==> config.mk <==
export PLATFORM = sky130hd
export DESIGN_NAME = fifo_rd_packer
export DESIGN_NICKNAME = d
export VERILOG_FILES = /design/src/rtl/fifo_rd_pkg.sv /design/src/rtl/fifo_rd_outreg.sv /design/src/rtl/fifo_rd_packer.sv
export SDC_FILE = /design/constraint.sdc
export NUM_CORES = 1
export LEC_CHECK = 0
export ABC_AREA = 1
export CAP_MARGIN = 20
export CORE_MARGIN = 2
export CORE_UTILIZATION = 50
export CTS_CLUSTER_SIZE = 40
export DETAILED_ROUTE_END_ITERATION = 8
export PLACE_DENSITY = 0.78
export SLEW_MARGIN = 20
export SYNTH_ARGS = -nofsm -noshare
export SYNTH_HDL_FRONTEND = slang
export SYNTH_SLANG_ARGS = --single-unit
==> constraint.sdc <==
create_clock -name rclk -period 4.5 [get_ports rclk]
set_clock_uncertainty 0.15 [all_clocks]
set_input_delay 0.675 -clock rclk [delete_from_list [all_inputs] [get_ports rclk]]
set_output_delay 0.675 -clock rclk [all_outputs]
set_load 0.01 [all_outputs]
==> src/rtl/fifo_rd_pkg.sv <==
// Shared defaults and types for the FIFO read-side packer.
package fifo_rd_pkg;

  localparam int DSIZE_DEF  = 8;
  localparam int PACK_N_DEF = 4;

  typedef logic [DSIZE_DEF-1:0]              word_t;
  typedef logic [$clog2(PACK_N_DEF+1)-1:0]   lane_cnt_t;
  typedef logic [PACK_N_DEF-1:0]             keep_t;

  localparam keep_t KEEP_FULL = '1;

endpackage

==> src/rtl/fifo_rd_outreg.sv <==
// Output holding register for a valid/ready stream: loads a new beat whenever
// the slot is empty or being consumed, otherwise holds data and keep stable.
module fifo_rd_outreg #(
  parameter int DW = 32,
  parameter int KW = 4
) (
  input  logic          clk,
  input  logic          rst,
  input  logic          load,
  input  logic [DW-1:0] load_data,
  input  logic [KW-1:0] load_keep,
  input  logic          m_ready,
  output logic          can_load,
  output logic [DW-1:0] m_data,
  output logic [KW-1:0] m_keep,
  output logic          m_valid
);

  logic [DW-1:0] data_q, data_d;
  logic [KW-1:0] keep_q, keep_d;
  logic          valid_q, valid_d;

  assign can_load = !valid_q || m_ready;

  // The caller only asserts load when can_load is true, so a load always
  // replaces either an empty slot or a beat being accepted this cycle.
  always_comb begin
    data_d  = data_q;
    keep_d  = keep_q;
    valid_d = valid_q;
    if (load) begin
      data_d  = load_data;
      keep_d  = load_keep;
      valid_d = 1'b1;
    end else if (valid_q && m_ready) begin
      valid_d = 1'b0;
    end
  end

  always_ff @(posedge clk) begin
    if (rst) begin
      data_q  <= '0;
      keep_q  <= '0;
      valid_q <= 1'b0;
    end else begin
      data_q  <= data_d;
      keep_q  <= keep_d;
      valid_q <= valid_d;
    end
  end

  assign m_data  = data_q;
  assign m_keep  = keep_q;
  assign m_valid = valid_q;

endmodule

==> src/rtl/fifo_rd_packer.sv <==
// Drains an async-FIFO read port and packs PACK_N words per output beat.
// Optional partial-beat flush after TIMEOUT idle cycles: FIFO_RD_PACKER_FLUSH_TIMEOUT_EN.
module fifo_rd_packer
  import fifo_rd_pkg::*;
#(
  parameter int DSIZE   = DSIZE_DEF,
  parameter int PACK_N  = PACK_N_DEF,
  parameter int TIMEOUT = 16
) (
  input  logic                    rclk,
  input  logic                    rrst,
  input  logic                    rempty,
  input  logic [DSIZE-1:0]        rdata,
  output logic                    rinc,
  output logic [DSIZE*PACK_N-1:0] m_data,
  output logic [PACK_N-1:0]       m_keep,
  output logic                    m_valid,
  input  logic                    m_ready
);

  localparam int LCW = $clog2(PACK_N+1);
  localparam logic [LCW-1:0] LANE_FULL = LCW'(PACK_N);

  if (PACK_N < 2 || TIMEOUT < 1) begin : g_cfg_check
    $error("fifo_rd_packer: PACK_N must be >= 2 and TIMEOUT >= 1");
  end

  logic [DSIZE-1:0]        acc_q [PACK_N];
  logic [DSIZE-1:0]        acc_d [PACK_N];
  logic [LCW-1:0]          lane_cnt_q, lane_cnt_d;
  logic [LCW-1:0]          base;
  logic                    can_load;
  logic                    xfer;
  logic                    flush;
  logic                    emit;
  logic [DSIZE*PACK_N-1:0] load_data;
  logic [PACK_N-1:0]       load_keep;

  assign xfer = (lane_cnt_q == LANE_FULL) && can_load;
  assign rinc = !rrst && !rempty && ((lane_cnt_q < LANE_FULL) || xfer);
  assign emit = xfer || flush;
  // A beat leaving this cycle frees lane 0 for a word popped in the same cycle.
  assign base = emit ? '0 : lane_cnt_q;

  always_comb begin
    lane_cnt_d = base;
    if (rinc) lane_cnt_d = base + LCW'(1);
  end

  always_comb begin
    for (int i = 0; i < PACK_N; i++) begin
      acc_d[i] = acc_q[i];
      if (rinc && (LCW'(i) == base)) acc_d[i] = rdata;
    end
  end

  always_comb begin
    load_data = '0;
    load_keep = '0;
    for (int i = 0; i < PACK_N; i++) begin
`ifdef FIFO_RD_PACKER_FLUSH_TIMEOUT_EN
      load_keep[i] = (LCW'(i) < lane_cnt_q);
`else
      load_keep[i] = 1'b1;
`endif
      if (load_keep[i]) load_data[i*DSIZE +: DSIZE] = acc_q[i];
    end
  end

`ifdef FIFO_RD_PACKER_FLUSH_TIMEOUT_EN
  localparam int IW = $clog2(TIMEOUT+1);
  localparam logic [IW-1:0] IDLE_MAX = IW'(TIMEOUT);

  logic [IW-1:0] idle_q, idle_d;

  // A full accumulator never flushes: it either transfers or is back-pressured.
  assign flush = !xfer && (lane_cnt_q != '0) && (idle_q == IDLE_MAX) && can_load;

  always_comb begin
    idle_d = idle_q;
    if (rinc || emit)
      idle_d = '0;
    else if ((lane_cnt_q != '0) && (idle_q != IDLE_MAX))
      idle_d = idle_q + IW'(1);
  end

  always_ff @(posedge rclk) begin
    if (rrst) idle_q <= '0;
    else      idle_q <= idle_d;
  end
`else
  assign flush = 1'b0;
`endif

  always_ff @(posedge rclk) begin
    if (rrst) lane_cnt_q <= '0;
    else      lane_cnt_q <= lane_cnt_d;
  end

  always_ff @(posedge rclk) begin
    acc_q <= acc_d;
  end

  fifo_rd_outreg #(
    .DW (DSIZE*PACK_N),
    .KW (PACK_N)
  ) u_outreg (
    .clk       (rclk),
    .rst       (rrst),
    .load      (emit),
    .load_data (load_data),
    .load_keep (load_keep),
    .m_ready   (m_ready),
    .can_load  (can_load),
    .m_data    (m_data),
    .m_keep    (m_keep),
    .m_valid   (m_valid)
  );

endmodule

# ---- After elaboration in Yosys (flattened, before gate mapping)
# Index checks and enable logic that the tools add are counted.
dict set report op_classes {
  n_addsub 1
  magnitude_cmp 1
  eq_ne 4
  muxes 4
  reduce_logical 15
}
# op n
set op_table {}
lappend op_table {{logical AND 1 bit} 8}
lappend op_table {{== test 2 x 3 -> 1 bit, first input constant} 2}
lappend op_table {{2-to-1 mux 3 bit} 2}
lappend op_table {{adder 3 x 1 -> 3 bit, second input constant} 1}
lappend op_table {{== test 1 x 3 -> 1 bit, first input constant} 1}
lappend op_table {{== test 3 bit, second input constant} 1}
lappend op_table {{zero test 1 bit} 3}
lappend op_table {{zero test 3 bit} 1}
lappend op_table {{less-than comparator 3 bit, second input constant} 1}
lappend op_table {{logical OR 1 bit} 2}
lappend op_table {{2-to-1 mux 1 bit} 2}
lappend op_table {{nonzero test 2 bit} 1}
dict set report word_totals {
  ff_bits 69
  inputBits 12
  output_inout_bits 38
  word_cells 33
}

# ---- Longest topological paths before layout
# Gate-level depths: netlist of run 1.
dict set report depth {
  ltp_word 6
  depth_mapped 8
  ltp_nobuf 8
}

# ---- Modules after synthesis
# Synthesis of run 1 repeated with hierarchy kept, for this count alone.
dict set report hier_totals {
  hier_cells 232
  area_unflattened_um2 2666.3
}
# mod n_inst cells_each area_per_inst_um2 seq_area_each_um2
set by_module_without_submodules {}
lappend by_module_without_submodules {fifo_rd_outreg 1 160 1427.6 740.7}
lappend by_module_without_submodules {fifo_rd_packer 1 72 1238.7 1021.0}

# ---- Worst setup path before layout of run 1
# Ideal clock, no wire load.
dict set report synth_path {
  path_type {reg-to-reg}
  startpoint {reg lane_cnt_q[0]}
  endpoint {reg acc_q[0] (netlist bit), enable pin}
  setup_ns 0.371
  t_arrival_ns 1.627
  required_time_ns 3.979
  path_slack_ns 2.352
  path_stages_with_launch 6
  path_buffers 1
  synth_period_minus_slack_ns 2.148
  cell_sequence {dfxtp_1 -> dlygate4sd3_1 -> ha_1 -> ha_1 -> inv_1 -> nor2_1}
}
dict set report synth_between {
  elab_chain_cells 5
  word_cells_on_any_way 8
  classes_between {1 x order compare; 2 x eq/ne; 1 x mux; 4 x reduce/logical}
}
# item line_no
set synth_lines {}
lappend synth_lines {{start: declaration} fifo_rd_packer.sv:30} ;# logic [LCW-1:0] lane_cnt_q, lane_cnt_d;
lappend synth_lines {{start signal: assignment} fifo_rd_packer.sv:97} ;# else lane_cnt_q <= lane_cnt_d;
lappend synth_lines {{== test 3 bit} fifo_rd_packer.sv:39} ;# assign xfer = (lane_cnt_q == LANE_FULL) && can_load;
lappend synth_lines {{logical AND 1 bit} fifo_rd_packer.sv:39}
lappend synth_lines {{2-to-1 mux 3 bit / logical OR 1 bit (equally long branches)} {fifo_rd_packer.sv:43, fifo_rd_packer.sv:40}}
lappend synth_lines {{== test 2 x 3 -> 1 bit / logical AND 1 bit (equally long branches)} {fifo_rd_packer.sv:53, fifo_rd_packer.sv:40}}
lappend synth_lines {{logical AND 1 bit *} fifo_rd_packer.sv:53} ;# if (rinc && (LCW'(i) == base)) acc_d[i] = rdata;
lappend synth_lines {{end signal: assignment} fifo_rd_packer.sv:101} ;# acc_q <= acc_d;
lappend synth_lines {{end: declaration} fifo_rd_packer.sv:28} ;# logic [DSIZE-1:0] acc_q [PACK_N];
# Every way passes the cells marked *; elsewhere a longest branch is shown, timed or not.
# A chain may end at the register's enable or synchronous reset.

# ---- Worst setup path in the final report of run 1
dict set report layout_path {
  startpoint {in m_ready}
  endpoint {out rinc}
}
dict set report layout_between {
  elab_chain_cells 4
}
# item line_no
set layout_lines {}
lappend layout_lines {{start: declaration} fifo_rd_packer.sv:18} ;# input logic m_ready
lappend layout_lines {{logical OR 1 bit} fifo_rd_outreg.sv:23} ;# assign can_load = !valid_q || m_ready;
lappend layout_lines {{logical AND 1 bit} fifo_rd_packer.sv:39}
lappend layout_lines {{logical OR 1 bit} fifo_rd_packer.sv:40} ;# assign rinc = !rrst && !rempty && ((lane_cnt_q < LANE_FULL) || xfer);
lappend layout_lines {{logical AND 1 bit} fifo_rd_packer.sv:40}
lappend layout_lines {{end: declaration} fifo_rd_packer.sv:14} ;# output logic rinc,
# No other way between the ends.

==> key figures, run 1 <==
Status
  – Status: finished clean

Yosys
  – Number of nets produced by synthesis: 235
  – Total of flip-flops plus latches after synthesis: 69
  – Post-Syn Area: 2470 um^2
  – Number of synthesized flops with an enable pin: 32
  – Async S/R FF share, synth: 0%
  – XOR/XNOR Fraction of Synth Area: 0%
  – Ranking of synthesized cells by instance count: inv_1, dfxtp_1, a21oi_1
  – Arithmetic-cell share of the synthesized area counting full adders, half adders and majority gates: 2.53%
  – Area fraction of the dominant cell type after synthesis: 38.9%
  – Syn Inst Count: 218
  – Portion of the post-synthesis area used by sequential elements: 68.8%
  – Multiplexer share of the synthesized area: 0%
  – Count of different cell masters after synthesis: 21
  – Largest family of logic cells by synthesized area: compound AO/OA/AOI/OAI gates
  – Simple-Gate Fraction of Synth Area: 3.49%
  – Most used DFF post-synth: dfxtp_1
  – Top cell type by total area after synthesis: edfxtp_1
  – Synth Area in Compound Gates: 13.6%
  – Largest cells by area after synthesis: edfxtp_1, dfxtp_1, a21oi_1
  – Most frequent cell after synthesis: inv_1
  – Synth Warn #: 0
  – Mean instance size in the synthesized netlist: 11.3 um^2

STA
  – Setup slack after layout: 1.51 ns
  – Number of slew-limit violations in the final report: 0
  – RSZ-0062 raised after global routing: no
  – Share of the cycle needed by the critical path after routing: 66.5%
  – Transition time at the pin with the least slew margin: 0.758 ns
  – Final-layout setup total negative slack: 0 ns
  – Max-slew headroom: 49.4%
  – Top achievable clock speed: 334 MHz
  – Post-layout minimum cycle time: 2.99 ns
  – Final hold vios: 0
  – Number of setup violations in the final report: 0

CTS
  – Number of buffers on the longest clock path: 2
  – CTS H-tree lvls: 3
  – Quantity of gates resized following cts: 0
  – CTS buffer count: 9
  – Post-CTS Setup Bufs: 0
  – Clock latency on the worst-skew pair: 0.32 ns
  – CTS hold repair buffers: 0
  – CTS sink cnt: 69
  – CTS tree: built
  – Clock tree root driver cell: clkbuf_8
  – Clk slew on worst S/H paths: 0.06 ns

Drt
  – First drt pass iteration count: 5
  – Via-per-instance ratio: 4.59
  – Iteration-0 DRC Markers: 92
  – Detailed Route WL: 3840 um
  – WL per Instance: 11.4 um
  – Via count of the routed design: 1541
  – Count of unresolved DRC violations after routing: 0
  – Remaining antenna violation count: 0

Placement
  – Pre-CTS WS: 1.50 ns
  – Weighted congestion reported at the end of routability-driven placement: 0.696
  – Port-buffer cells: 49
  – HPWL after DPL: 2620 um

Power and ir drop
  – Cell leakage power: 1.08 nW
  – Power per cell area: 406 nW/um^2
  – Maximum vdd ir drop: 283 uV

Die
  – Floorplan die width: 74.3 um
  – Number of placement rows: 25
  – Height of the chip: 74.3 um
  – Starting density of the core: 52.0%
  – Core footprint: 4750 um^2
  – Total I/O pin count: 50
  – Floorplan die area: 5520 um^2

Layout
  – Area growth from synthesis to layout: 25.8%
  – Antenna diode count: 0
  – Ratio of cells with drive above 1 in the final layout: 6.69%
  – Nets@finish: 281
  – Fill cell count: 393

Global route
  – Maximum number of pins on one net before global-route repair: 67
  – Initial antenna violation count: 0
  – First-pass GRT wire length: 6250 um
  – GRT Total Usage: 15.6%
  – Aggregate global routing overflow: 0
  – Via count of the first global-routing pass: 1451

Worst setup path
  – Maximum fanout along the worst path: 7
  – Setup crit start kind: primary input
  – Endpoint required time on the critical path: 3.67 ns
  – Data arrival time at the worst-slack endpoint: 2.17 ns
  – Category of the critical setup timing path: primary input to output pin
  – Type of element capturing the critical path: output pin

Flow run
  – Number of max-cap violations: 0

Min path
  – Hold Crit Class: flip-flop to flip-flop
==> state kept, by name (all words and copies together) (netlist names) <==
signal and flops:
acc_q 32, u_outreg.m_data 32, lane_cnt_q 3, u_outreg.m_keep 1, u_outreg.m_valid 1
==> cell usage in the layout, fill, tap and decap left out <==
master and n:
nand3_1 1, nor2_2 1, or2_2 1, clkbuf_8 12, clkinv_2 1, o21ai_0 30
buf_4 1, ha_1 5, nand2_2 1, clkdlybuf4s50_1 49, clkbuf_1 3, o21ai_1 2
inv_1 43, a21oi_1 35, nand2_1 8, nor2_1 6, nand3_2 1, edfxtp_1 32
dfxtp_1 37
==> area by class of cell <==
| type | count | area, um^2 | share of cell area, % |
|---|---|---|---|
| clock inverters | 1 | 5.00 | 0.161 |
| flip-flops and latches | 69 | 1700 | 54.7 |
| inverters | 43 | 161 | 5.19 |
| clock buffers | 15 | 176 | 5.67 |
| repair buffers | 50 | 498 | 16.0 |
| multi-input cells | 91 | 484 | 15.6 |
| well taps | 67 | 83.8 | 2.70 |
==> stage by stage <==
stage / std cells / cell area [um^2] / utilization, % / hold slack, ns / total power, mW
global route: 336 / 3110 / 65.4 / 0.314 / 1.32
finish: 336 / 3110 / 65.4 / 0.293 / 1.26
floorplan: 218 / 2470 / - / 0.317 / 0.779
detailed placement: 320 / 2930 / 61.6 / 0.287 / 0.831
CTS: 336 / 3110 / 65.4 / 0.297 / 1.27
global placement: 320 / 2930 / 61.6 / 0.285 / 0.828
==> worst paths after layout <==
path | from | end | slack, ns | depth (start not counted)
max | m_ready | rinc | 1.51 | 8
min | u_outreg.m_data[4]$_SDFFE_PP0P_ | u_outreg.m_data[4]$_SDFFE_PP0P_ | 0.29 | 2
max reg2reg | lane_cnt_q[0]$_SDFF_PP0_ | acc_q[4]$_DFFE_PP_ | 2.52 | 6
min reg2reg | u_outreg.m_data[4]$_SDFFE_PP0P_ | u_outreg.m_data[4]$_SDFFE_PP0P_ | 0.29 | 2
==> power breakdown <==
group	internal, mW	total [mW]	switching [mW]
registers	0.687	0.700	0.0139
logic	0.0563	0.115	0.0589
clock network	0.246	0.448	0.203
==> layer usage <==
| metal | track usage, % | wire length (um) |
|---|---|---|
| met1 | 16.9 | 1560 |
| met2 | 27.3 | 2050 |
| met3 | 5.56 | 189 |
| met4 | 7.34 | 44 |
| met5 | 0 | 0 |
==> critical path: stages <==
cell and delay [ns]:
clkdlybuf4s50_1 0.45, inv_1 0.04, nand2_1 0.08, nand3_2 0.07, nand2_1 0.13, nand2_2 0.12, inv_1 0.09, clkdlybuf4s50_1 0.53
==> cells by family (layout without fill, tap and decap cells) <==
logic type | after synthesis | in the layout
buffers and inverters | 58 | 109
DFF | 69 | 69
adders and majority gates | 5 | 5
AOI/OAI and AO/OA | 67 | 67
and+or+nand+nor | 19 | 19
No activity file was read; power rests on OpenSTA's default activity.
==> run 2: changes to the inputs <==
--- a/config.mk
+++ b/config.mk
@@ -8,10 +8,10 @@
 export ABC_AREA = 1
 export CAP_MARGIN = 20
 export CORE_MARGIN = 2
-export CORE_UTILIZATION = 50
+export CORE_UTILIZATION = 45
 export CTS_CLUSTER_SIZE = 40
 export DETAILED_ROUTE_END_ITERATION = 8
-export PLACE_DENSITY = 0.78
+export PLACE_DENSITY = 0.74
 export SLEW_MARGIN = 20
 export SYNTH_ARGS = -nofsm -noshare
 export SYNTH_HDL_FRONTEND = slang
==> constraint.sdc (replaced) <==
create_clock -name rclk -period 2.4 [get_ports rclk]
set_clock_uncertainty 0.15 [all_clocks]
set_input_delay 0.36 -clock rclk [delete_from_list [all_inputs] [get_ports rclk]]
set_output_delay 0.36 -clock rclk [all_outputs]
set_load 0.01 [all_outputs]
==> key figures, run 2 (synthesis results as in run 1) <==
Layout
  – Most used cells in the layout excluding fill and tap cells: clkdlybuf4s50_1, inv_1, dfxtp_1
  – Fill cell count: 449
  – Fin area: 3160 um^2
  – Antenna diode count: 0
  – Number of standard cells in the layout, taps in and fillers out: 347
  – Nets@finish: 289
  – Area growth from synthesis to layout: 28.0%
  – Share of the core filled with cells in the final layout: 60.8%
  – Ratio of cells with drive above 1 in the final layout: 9.03%
  – Most common library cell in the layout ignoring fill and taps: clkdlybuf4s50_1

Power and ir drop
  – Power per cell area: 743 nW/um^2
  – Relative contribution of combinational cells to total power: 9.6%
  – Switching share of total power: 22.0%
  – Net load switching power: 517 uW
  – Cell leakage power: 1.11 nW
  – Pint: 1.83 mW
  – Maximum vdd ir drop: 389 uV
  – Total power after layout: 2.35 mW
  – Clock network power share: 34.5%
  – Sequential cell fraction of total power: 55.9%

Drt
  – Detailed Route WL: 3950 um
  – First drt pass iteration count: 4
  – Iteration-0 DRC Markers: 81
  – Met1 wire length: 1660 um
  – Count of unresolved DRC violations after routing: 0
  – Via-per-instance ratio: 4.54
  – Routed met2 length: 2010 um
  – WL per Instance: 11.4 um
  – Via count of the routed design: 1574
  – Highest metal layer with signal wires: met4
  – Metal3 WL: 208 um
  – Remaining antenna violation count: 0

STA
  – Final-layout setup total negative slack: 0 ns
  – Setup slack after layout: 0.153 ns
  – Max-slew headroom: 64.2%
  – Share of the cycle needed by the critical path after routing: 93.6%
  – Transition time at the pin with the least slew margin: 0.537 ns
  – Final hold vios: 0
  – RSZ-0062 raised after global routing: no
  – Post-layout minimum cycle time: 2.25 ns
  – Hold Slack: 0.292 ns
  – Top achievable clock speed: 445 MHz
  – Number of slew-limit violations in the final report: 0
  – Number of setup violations in the final report: 0

Placement
  – Number of instances in the placed design: 331
  – Pre-CTS WS: 0.151 ns
  – HPWL after DPL: 2680 um
  – Weighted congestion reported at the end of routability-driven placement: 0.778
  – Port-buffer cells: 49
  – Total cell area at the placement stage: 2990 um^2

Worst setup path
  – Setup crit start kind: primary input
  – Buffers plus inverters on the worst setup path: 4
  – Type of element capturing the critical path: output pin
  – Register-to-Register Path Depth: 7
  – Critical Path Slowest Stage Cell: clkdlybuf4s50_1
  – Maximum fanout along the worst path: 2
  – Register-to-register setup slack: 0.67 ns
  – Category of the critical setup timing path: primary input to output pin
  – Crit-path leading delay family: buffers and inverters
  – Endpoint required time on the critical path: 1.89 ns
  – Maximum cell stage delay along the critical path: 0.53 ns
  – Reg-to-reg critical path startpoint: lane_cnt_q[0]$_SDFF_PP0_
  – Sequence of cells on the critical path: clkdlybuf4s50_1 > inv_1 > nand2_1 > nand3_2 > nand2_1 > nand2_2 > inv_1 > clkdlybuf4s50_1
  – CP Depth: 8
  – Data arrival time at the worst-slack endpoint: 1.74 ns
  – Endpoint of the lowest-slack register-to-register path: lane_cnt_q[2]$_SDFF_PP0_

Die
  – Floorplan die area: 6100 um^2
  – Floorplan die width: 78.1 um
  – Starting density of the core: 47.5%
  – Core footprint: 5200 um^2
  – Number of placement rows: 26
  – Total I/O pin count: 50
  – Height of the chip: 78.1 um

Min path
  – Hold path startpoint: u_outreg.m_data[3]$_SDFFE_PP0P_
  – Endpoint, Worst Hold: u_outreg.m_data[3]$_SDFFE_PP0P_
  – Hold Crit Class: flip-flop to flip-flop
  – Worst Hold Path Cells: 2

CTS
  – Post-CTS Setup Bufs: 0
  – CTS sink cnt: 69
  – Number of buffers on the longest clock path: 2
  – CTS buffer count: 9
  – CTS hold repair buffers: 0
  – Clk slew on worst S/H paths: 0.06 ns
  – Clock latency on the worst-skew pair: 0.33 ns
  – CTS tree: built
  – Quantity of gates resized following cts: 0
  – Clock tree root driver cell: clkbuf_8
  – CTS H-tree lvls: 3

Global route
  – Maximum number of pins on one net before global-route repair: 67
  – GRT Total Usage: 14.8%
  – Aggregate global routing overflow: 0
  – Via count of the first global-routing pass: 1542
  – First-pass GRT wire length: 6800 um
  – Initial antenna violation count: 0

Status
  – Status: finished clean

Flow run
  – Number of max-cap violations: 0
==> run 2: worst max-delay path by stage <==
stage / from / to
after floorplan: lane_cnt_q[0]$_SDFF_PP0_ / acc_q[0]$_DFFE_PP_
after global placement: m_ready / rinc
after detailed placement: m_ready / rinc
after CTS: m_ready / rinc
after global routing: m_ready / rinc
final: m_ready / rinc
==> run 2: per-layer routing <==
metal | vias to the layer above | GRT usage, %
met3 | 7 | 4.94
met4 | 0 | 7.89
met2 | 41 | 26.5
li1 | 815 | -
met5 | - | 0
met1 | 711 | 15.3
==> run 2: final cells by class <==
| cell class | count | area [um^2] | share of cell area, % |
|---|---|---|---|
| clock inverters | 1 | 5.00 | 0.158 |
| clock buffers | 15 | 166 | 5.26 |
| flip-flops and latches | 69 | 1700 | 53.8 |
| repair buffers | 58 | 558 | 17.6 |
| well taps | 70 | 87.6 | 2.77 |
| inverters | 43 | 161 | 5.10 |
| multi-input cells | 91 | 484 | 15.3 |
==> run 2: power by group through the flow <==
stage               Clock [mW]  Sequential, mW  Combinational, mW
finish                   0.810            1.31              0.227
global route             0.887            1.32              0.254
CTS                      0.840            1.31              0.230
detailed placement           0            1.34              0.230
global placement             0            1.34              0.224
floorplan                    0            1.35              0.110
==> run 2: worst reg2reg max path, delay by kind of cell (launching register included) <==
| family | cells | cell delay (ns) |
|---|---|---|
| buffers and inverters | 1 | 0.14 |
| DFF | 1 | 0.46 |
| adders and majority gates | 1 | 0.27 |
| AOI/OAI and AO/OA | 1 | 0.14 |
| and+or+nand+nor | 4 | 0.51 |
==> run 3: changes to the inputs <==
--- a/config.mk
+++ b/config.mk
@@ -6,12 +6,13 @@
 export NUM_CORES = 1
 export LEC_CHECK = 0
 export ABC_AREA = 1
-export CAP_MARGIN = 20
+export CELL_PAD_IN_SITES_DETAIL_PLACEMENT = 0
+export CELL_PAD_IN_SITES_GLOBAL_PLACEMENT = 1
 export CORE_MARGIN = 2
-export CORE_UTILIZATION = 45
+export CORE_UTILIZATION = 35
 export CTS_CLUSTER_SIZE = 40
 export DETAILED_ROUTE_END_ITERATION = 8
-export PLACE_DENSITY = 0.74
+export PLACE_DENSITY_LB_ADDON = 0.1
 export SLEW_MARGIN = 20
 export SYNTH_ARGS = -nofsm -noshare
 export SYNTH_HDL_FRONTEND = slang
==> key figures, run 3 (synthesis results as in run 1) <==
Placement
  – Port-buffer cells: 49
  – Weighted congestion reported at the end of routability-driven placement: 0.684
  – HPWL after DPL: 2970 um
  – Total cell area at the placement stage: 3030 um^2
  – Number of instances in the placed design: 357

Worst setup path
  – Type of element capturing the critical path: output pin
  – Category of the critical setup timing path: primary input to output pin
  – Data arrival time at the worst-slack endpoint: 1.76 ns
  – Register-to-Register Path Depth: 7
  – Setup crit start kind: primary input
  – Endpoint required time on the critical path: 1.89 ns
  – Maximum fanout along the worst path: 2

STA
  – Final-layout setup total negative slack: 0 ns
  – Share of the cycle needed by the critical path after routing: 94.6%
  – Max-slew headroom: 61.4%
  – Number of slew-limit violations in the final report: 0
  – RSZ-0062 raised after global routing: no
  – Final hold vios: 0
  – Number of setup violations in the final report: 0
  – Transition time at the pin with the least slew margin: 0.579 ns
  – Top achievable clock speed: 440 MHz
  – Post-layout minimum cycle time: 2.27 ns

CTS
  – CTS buffer count: 9
  – CTS H-tree lvls: 3
  – CTS sink cnt: 69
  – Post-CTS Setup Bufs: 0
  – Clock latency on the worst-skew pair: 0.33 ns
  – Quantity of gates resized following cts: 0
  – CTS tree: built
  – Number of buffers on the longest clock path: 2
  – Clk slew on worst S/H paths: 0.07 ns
  – CTS hold repair buffers: 0
  – Clock tree root driver cell: clkbuf_8

Power and ir drop
  – Relative contribution of combinational cells to total power: 8.6%
  – Pint: 2.12 mW
  – Maximum vdd ir drop: 330 uV
  – Cell leakage power: 1.15 nW
  – Power per cell area: 820 nW/um^2
  – Sequential cell fraction of total power: 48.9%
  – Clock network power share: 42.5%
  – Switching share of total power: 21.1%
  – Net load switching power: 566 uW

Die
  – Height of the chip: 88.0 um
  – Core footprint: 6830 um^2
  – Number of placement rows: 30
  – Total I/O pin count: 50
  – Floorplan die area: 7750 um^2
  – Starting density of the core: 36.2%
  – Floorplan die width: 88.0 um

Global route
  – Via count of the first global-routing pass: 1436
  – Initial antenna violation count: 0
  – Maximum number of pins on one net before global-route repair: 67
  – GRT Total Usage: 12.7%
  – First-pass GRT wire length: 7180 um
  – Aggregate global routing overflow: 0

Layout
  – Most used cells in the layout excluding fill and tap cells: clkdlybuf4s50_1, inv_1, dfxtp_1
  – Nets@finish: 289
  – Most common library cell in the layout ignoring fill and taps: clkdlybuf4s50_1
  – Area occupied by multi-input gates: 484 um^2
  – Register Area: 1700 um^2
  – Fin area: 3270 um^2
  – Number of standard cells in the layout, taps in and fillers out: 373
  – Ratio of cells with drive above 1 in the final layout: 10.5%
  – Antenna diode count: 0
  – Fill cell count: 672
  – Area growth from synthesis to layout: 32.3%

Drt
  – Remaining antenna violation count: 0
  – Via-per-instance ratio: 4.21
  – Count of unresolved DRC violations after routing: 0
  – WL per Instance: 12.2 um
  – First drt pass iteration count: 4
  – Iteration-0 DRC Markers: 70
  – Via count of the routed design: 1570
  – Detailed Route WL: 4540 um

Status
  – Status: finished clean

Min path
  – Hold Crit Class: flip-flop to flip-flop
  – Worst Hold Path Cells: 2

Flow run
  – Number of max-cap violations: 0
-- run 3: cell count changes in the layout (fill, tap and decap cells not counted), sizes merged --
| cell | delta |
|---|---|
| clkbuf | -5 |
| bufinv | +3 |
| clkinvlp | +1 |
| inv | +1 |
-- run 3: cell type report --
type	count	area share, %
Sequential cell	69	52.0
Timing Repair Buffer	58	17.1
Multi-Input combinational cell	91	14.8
Inverter	43	4.93
Clock buffer	10	4.21
Tap cell	96	3.67
Clock inverter	6	3.33
-- run 3: critical path, stage by stage --
cell and delay, ns:
clkdlybuf4s50_1 0.45, inv_1 0.03, nand2_1 0.08, nand3_2 0.07, nand2_1 0.10, nand2_2 0.06
inv_1 0.07, clkdlybuf4s50_1 0.53
-- run 3: metrics by stage --
| stage | worst slack [ns] | util [%] | power [mW] | hold WS, ns |
|---|---|---|---|---|
| final | 0.129 | 47.9 | 2.68 | 0.291 |
| after global routing | 0.0211 | 47.9 | 2.81 | 0.311 |
| after CTS | 0.109 | 47.9 | 2.72 | 0.297 |
| after detailed placement | 0.121 | 44.3 | 1.57 | 0.286 |
| after global placement | 0.143 | 44.3 | 1.57 | 0.284 |
| after floorplan | 0.252 | - | 1.46 | 0.279 |
-- run 3: routing by layer --
layer	vias to the layer above	part of all wire, %	global-route usage, %
met5	-	0	0
met4	0	1.1	6.61
met3	6	3.6	3.39
met2	29	50	20.2
met1	721	45	15.9
li1	814	-	-
-- run 3: final timing paths --
check / start / end / slack [ns]
max: m_ready / rinc / 0.13
min: u_outreg.m_data[12]$_SDFFE_PP0P_ / u_outreg.m_data[12]$_SDFFE_PP0P_ / 0.29
max reg2reg: lane_cnt_q[0]$_SDFF_PP0_ / lane_cnt_q[2]$_SDFF_PP0_ / 0.68
min reg2reg: u_outreg.m_data[12]$_SDFFE_PP0P_ / u_outreg.m_data[12]$_SDFFE_PP0P_ / 0.29
-- run 3: power by group through the flow --
stage,logic [mW],clock network [mW],registers [mW]
3_5_place_dp,0.235,0,1.34
4_1_cts,0.236,1.17,1.31
3_3_place_gp,0.234,0,1.34
2_1_floorplan,0.110,0,1.35
5_1_grt,0.260,1.23,1.32
6_report,0.232,1.14,1.31
